### src/rtl/led_pkg.sv
// Shared defaults and the per-channel fade state for the LED output stage.
package led_pkg;

  localparam int DEF_NLEDS    = 5;
  localparam int DEF_PWM_BITS = 8;
  localparam int DEF_PWM_MAX  = (1 << DEF_PWM_BITS) - 1;

  // Per-channel state. It is derived from level and target and is not stored.
  typedef enum logic [1:0] {
    OFF,
    RISING,
    ON,
    FALLING
  } ch_state_e;

  // Classifies a channel from its target bit and whether its level sits at 0 or at full scale.
  function automatic ch_state_e ch_state(input logic target, input logic at_min, input logic at_max);
    if (target) return at_max ? ON : RISING;
    else        return at_min ? OFF : FALLING;
  endfunction

endpackage

### src/rtl/led_fade_channel.sv
// One LED channel. It holds a brightness level, steps it toward the target endpoint on
// each fade tick with saturation, and drives a registered PWM bit from it.
module led_fade_channel
  import led_pkg::*;
#(
  parameter int PWM_BITS  = DEF_PWM_BITS,
  parameter int FADE_STEP = 16
) (
  input  logic                clk,
  input  logic                rst,
  input  logic                fade_tick,
  input  logic [PWM_BITS-1:0] pwm_cnt,
  input  logic                target,
  output logic                led,
  output logic                at_end
);

  localparam logic [PWM_BITS-1:0] LMAX = '1;
  localparam logic [PWM_BITS:0]   STEP = (PWM_BITS+1)'(FADE_STEP);

  logic [PWM_BITS-1:0] level;
  logic [PWM_BITS-1:0] level_nxt;
  logic [PWM_BITS:0]   sum;
  ch_state_e           state;

  // Saturating step toward the target endpoint. The add carries one extra bit so it cannot wrap.
  always_comb begin
    sum       = {1'b0, level} + STEP;
    level_nxt = level;
    if (target) level_nxt = (sum > {1'b0, LMAX}) ? LMAX : sum[PWM_BITS-1:0];
    else        level_nxt = ({1'b0, level} < STEP) ? '0 : level - STEP[PWM_BITS-1:0];
  end

  // Endpoint flag and debug state, both derived from the current level.
  always_comb begin
    at_end = target ? (level == LMAX) : (level == '0);
    state  = ch_state(target, level == '0, level == LMAX);
  end

  // Level advances only on fade ticks. The PWM bit is registered.
  // Full scale forces a true 100% duty.
  always_ff @(posedge clk) begin
    if (rst) begin
      level <= '0;
      led   <= 1'b0;
    end else begin
      if (fade_tick) level <= level_nxt;
      led <= (level == LMAX) | (pwm_cnt < level);
    end
  end

  a_on_holds: assert property (@(posedge clk) disable iff (rst)
    (fade_tick && state == ON) |=> (level == LMAX));
  a_off_holds: assert property (@(posedge clk) disable iff (rst)
    (fade_tick && state == OFF) |=> (level == '0));

endmodule

### src/rtl/led_fader.sv
// LED output stage. It latches pattern words from the sequencer and fades each LED toward
// its pattern bit. The fade timebase and the shared PWM counter live here.
module led_fader
  import led_pkg::*;
#(
  parameter int NLEDS     = DEF_NLEDS,
  parameter int PWM_BITS  = DEF_PWM_BITS,
  parameter int FADE_DIV  = 1024,
  parameter int FADE_STEP = 16
) (
  input  logic             CLK,
  input  logic             RESET,
  input  logic [NLEDS-1:0] pattern,
  input  logic             pattern_valid,
  output logic [NLEDS-1:0] LEDS,
  output logic             settled
);

  localparam int DIV_W = (FADE_DIV > 1) ? $clog2(FADE_DIV) : 1;

  if (FADE_DIV < 1) begin : g_bad_div
    $error("led_fader: FADE_DIV must be at least 1");
  end
  if (FADE_STEP < 1 || FADE_STEP > (1 << PWM_BITS) - 1) begin : g_bad_step
    $error("led_fader: FADE_STEP must be in 1..2^PWM_BITS-1");
  end

  logic [NLEDS-1:0]    target;
  logic [NLEDS-1:0]    at_end;
  logic [PWM_BITS-1:0] pwm_cnt;
  logic [DIV_W-1:0]    div_cnt;
  logic                fade_tick;

  assign fade_tick = (div_cnt == DIV_W'(FADE_DIV - 1));

  // Target pattern. A strobe coinciding with a tick takes effect from the following tick,
  // because the channels see the old target on that edge.
  always_ff @(posedge CLK) begin
    if (RESET)              target <= '0;
    else if (pattern_valid) target <= pattern;
  end

  // Free-running PWM counter and the fade tick divider.
  always_ff @(posedge CLK) begin
    if (RESET) begin
      pwm_cnt <= '0;
      div_cnt <= '0;
    end else begin
      pwm_cnt <= pwm_cnt + 1'b1;
      div_cnt <= fade_tick ? '0 : div_cnt + 1'b1;
    end
  end

  // settled is registered, so it lags a level change by one cycle, in step with LEDS.
  always_ff @(posedge CLK) begin
    if (RESET) settled <= 1'b0;
    else       settled <= &at_end;
  end

  for (genvar i = 0; i < NLEDS; i++) begin : g_ch
    led_fade_channel #(
      .PWM_BITS (PWM_BITS),
      .FADE_STEP(FADE_STEP)
    ) u_ch (
      .clk      (CLK),
      .rst      (RESET),
      .fade_tick(fade_tick),
      .pwm_cnt  (pwm_cnt),
      .target   (target[i]),
      .led      (LEDS[i]),
      .at_end   (at_end[i])
    );
  end

endmodule

### config.mk
export PLATFORM = sky130hd
export DESIGN_NAME = led_fader
export DESIGN_NICKNAME = d
export VERILOG_FILES = /design/src/rtl/led_pkg.sv /design/src/rtl/led_fade_channel.sv /design/src/rtl/led_fader.sv
export SDC_FILE = /design/constraint.sdc
export NUM_CORES = 1
export LEC_CHECK = 0
export BUFFER_PORTS_ARGS = -buffer_cell sky130_fd_sc_hd__buf_2
export CORE_ASPECT_RATIO = 1.25
export CORE_UTILIZATION = 30
export DETAILED_ROUTE_END_ITERATION = 8
export GPL_TIMING_DRIVEN = 0
export PLACE_DENSITY = 0.46
export SLEW_MARGIN = 30
export SYNTH_ARGS = -nofsm -noshare
export SYNTH_HDL_FRONTEND = slang
export SYNTH_SLANG_ARGS = --single-unit
### constraint.sdc
create_clock -name CLK -period 5.4 [get_ports CLK]
set_input_delay 0.27 -clock CLK [delete_from_list [all_inputs] [get_ports CLK]]
set_output_delay 0.27 -clock CLK [all_outputs]
set_load 0.005 [all_outputs]
==> impl_metrics.env <==
export IMPL_seq_area_frac_synth=0.278
export IMPL_synthToLayoutAreaGrowth_pct=11.2
export IMPL_globalplace_congestion=0.786
export IMPL_clock_fmax_mhz=454
export IMPL_synth_area_leaders="dfxtp_1, ha_1, nor2_1"
export IMPL_max_slew_margin=0.488
export IMPL_h_tree_depth=2
export IMPL_powerDensity_mw_per_mm2=202
export IMPL_fin_cells=656
export IMPL_syn_nets=533
export IMPL_die_w_um=104
export IMPL_overflow=0
export IMPL_drtIter0Drc=161
export IMPL_final_hold_violation_count=0
export IMPL_initial_utilization=0.307
export IMPL_clk_pin_slew_worst_paths_ns=0.08
export IMPL_portBuffers=12
export IMPL_routed_via_density=5.21
export IMPL_remaining_drc_errors=0
export IMPL_fin_setup_tns_ns=0
export IMPL_crit_type="reg -> reg"
export IMPL_clk_latency_ns=0.30
export IMPL_yosysWarnings=0
export IMPL_cp_end_kind="flop"
export IMPL_grt_usage=0.162
export IMPL_cts_tree="yes"
export IMPL_fin_crit_sh=0.408
export IMPL_cts_sinks=54
export IMPL_startpoint="g_ch[1].u_ch.level[4]$_SDFFE_PP0P_"
export IMPL_synth_area_leader_cell="dfxtp_1"
export IMPL_grt_max_degree=17
export IMPL_nets=552
export IMPL_syn_area_mm2=0.00389
export IMPL_required_ns=5.61
export IMPL_synth_most_common_cell="ha_1"
export IMPL_maxSlewViolCount=0
export IMPL_clk_path_buf_depth=2
export IMPL_die_height_um=129
export IMPL_grt_pass1_wl_um=17100
export IMPL_rsz0062_at_grt="no"
export IMPL_status="finished clean"
export IMPL_diodes=0
export IMPL_die_area_mm2=0.0134
export IMPL_cts_hold_buffers_added=0
export IMPL_ctsResizeCount=0
export IMPL_crit_fanout=8
export IMPL_routed_wl_um=10600
export IMPL_drive_gt1_frac=0.0881
export IMPL_antenna_found_initial=0
export IMPL_core_area_mm2=0.0127
export IMPL_synth_flop_cell="dfxtp_1"
export IMPL_fin_skew_ns=0.00849
export IMPL_finalCriticalPeriod_ns=2.20
export IMPL_synthArstFlopShare=0
export IMPL_maxCapViolCount=0
export IMPL_yosys_area_top_type_share=0.278
export IMPL_ant_nets=0
export IMPL_root_buffer="clkbuf_16"
export IMPL_setup_viol=0
export IMPL_synth_distinct_cells=58
export IMPL_grt_pass1_vias=3280
export IMPL_vias=3418
export IMPL_min_path_type="in -> reg"
export IMPL_io_pins=14
export IMPL_hpwl_um=7630
export IMPL_post_cts_setup_buffers=0
export IMPL_avgSynthCellArea_um2=8.31
export IMPL_synth_seq_cells=54
export IMPL_nFillCells=1370
export IMPL_critPathLaunchType="flop"
export IMPL_worst_ir_drop_vdd_mv=0.103
export IMPL_worst_slew_pin_slew_ns=0.769
export IMPL_cts_buffers_inserted=5
export IMPL_dpl_cell_count=648
export IMPL_ys_top_cells_by_count="ha_1, dfxtp_1, nor2_1, inv_1, nand3_1"
export IMPL_synthCells=468
export IMPL_synth_edff_count=0
export IMPL_leakagePower_nw=1.71
export IMPL_hold_start="pattern[3]"
export IMPL_rows=46
export IMPL_wl_per_cell_um=16.1
export IMPL_rr_startpoint="g_ch[1].u_ch.level[4]$_SDFFE_PP0P_"
export IMPL_holdWs_ns=0.208
export IMPL_crit_arrival_ns=2.41
export IMPL_dr_pass1_iters=5
-- state kept, by name (all words and copies together), names as in the netlist --
name / flops
target: 5
settled: 1
div_cnt: 10
g_ch.u_ch.led: 5
g_ch.u_ch.level: 25
pwm_cnt: 8
-- cell type report --
cell class              count  area (um^2)  area share
plain buffers              28          160      0.0370
clock buffers               6          129      0.0298
clock inverters             2         37.5     0.00868
inverters                  34          128      0.0295
multi-input cells         352         2520       0.582
flip-flops and latches     54         1080       0.250
well taps                 168          210      0.0486
repair buffers             12         60.1      0.0139
-- layout by cell type (no fill, tap or decap), types with 3 or more instances in the layout --
cell type and instances:
a221o_1 3, o21ai_0 25, a31oi_1 12, xor2_1 10
mux2i_1 8, a21oi_1 24, a2111oi_0 4, buf_4 7
xnor2_1 6, ha_1 57, o21ai_1 3, o211ai_1 3
nand3_1 29, a21o_1 5, clkbuf_16 5, nor3_1 15
a211oi_1 4, a221oi_1 5, nor2_1 39, nand2_1 26
a311oi_1 3, dfxtp_1 54, o22ai_1 7, buf_2 17
clkbuf_1 12, a22oi_1 3, nand2b_1 10, nor2b_1 4
inv_1 34, nand4_1 3, and3_1 9, buf_6 3
-- power breakdown --
part           switching (mW)  leakage (nW)  internal (mW)
Sequential            0.00993         0.438          0.408
Combinational          0.0411          1.19         0.0353
Clock                   0.158        0.0771          0.220
Total                   0.209          1.71          0.663
-- routing by layer --
layer	up-vias	routed length, um	track usage
met1	1600	4820	0.195
met5	-	0	0
met2	70	5170	0.295
li1	1735	-	-
met3	13	372	0.0236
met4	0	219	0.0563
-- per-stage QoR --
step / power, mW / utilization / area, um^2 / setup slack, ns
after floorplan: 0.478 / - / 3890 / 3.56
after global placement: 0.504 / 0.328 / 4160 / 3.22
after detailed placement: 0.505 / 0.328 / 4160 / 3.23
after CTS: 0.888 / 0.342 / 4320 / 3.20
after global routing: 0.910 / 0.342 / 4320 / 2.94
final: 0.872 / 0.342 / 4320 / 3.20
-- kinds of logic (layout without fill, tap and decap cells) --
family | count (synthesis) | in the layout | share of synthesized area
AOI/OAI and AO/OA | 115 | 115 | 0.196
xor gates and xnor gates | 16 | 16 | 0.0360
adders and majority gates | 58 | 58 | 0.186
buffers and inverters | 62 | 82 | 0.0740
DFF | 54 | 54 | 0.278
muxes | 9 | 9 | 0.0264
and+or+nand+nor | 154 | 154 | 0.203
-- worst paths after layout --
kind	to	slack, ns	cells after the start
worst min-delay path	target[3]$_SDFFE_PP0P_	0.21	3
worst min register to register	div_cnt[0]$_SDFF_PP0_	0.50	1
worst max-delay path	g_ch[1].u_ch.level[5]$_SDFFE_PP0P_	3.20	7
worst max register to register	g_ch[1].u_ch.level[5]$_SDFFE_PP0P_	3.20	7
-- worst max-delay path, cell delays in order, from the launching register on --
cell,delay [ns]
dfxtp_1,0.47
inv_1,0.17
ha_1,0.35
nor4bb_1,0.33
a21oi_1,0.11
a211oi_1,0.33
nor3_1,0.09
nor4_1,0.26
Power figures use the tool's default switching activity.
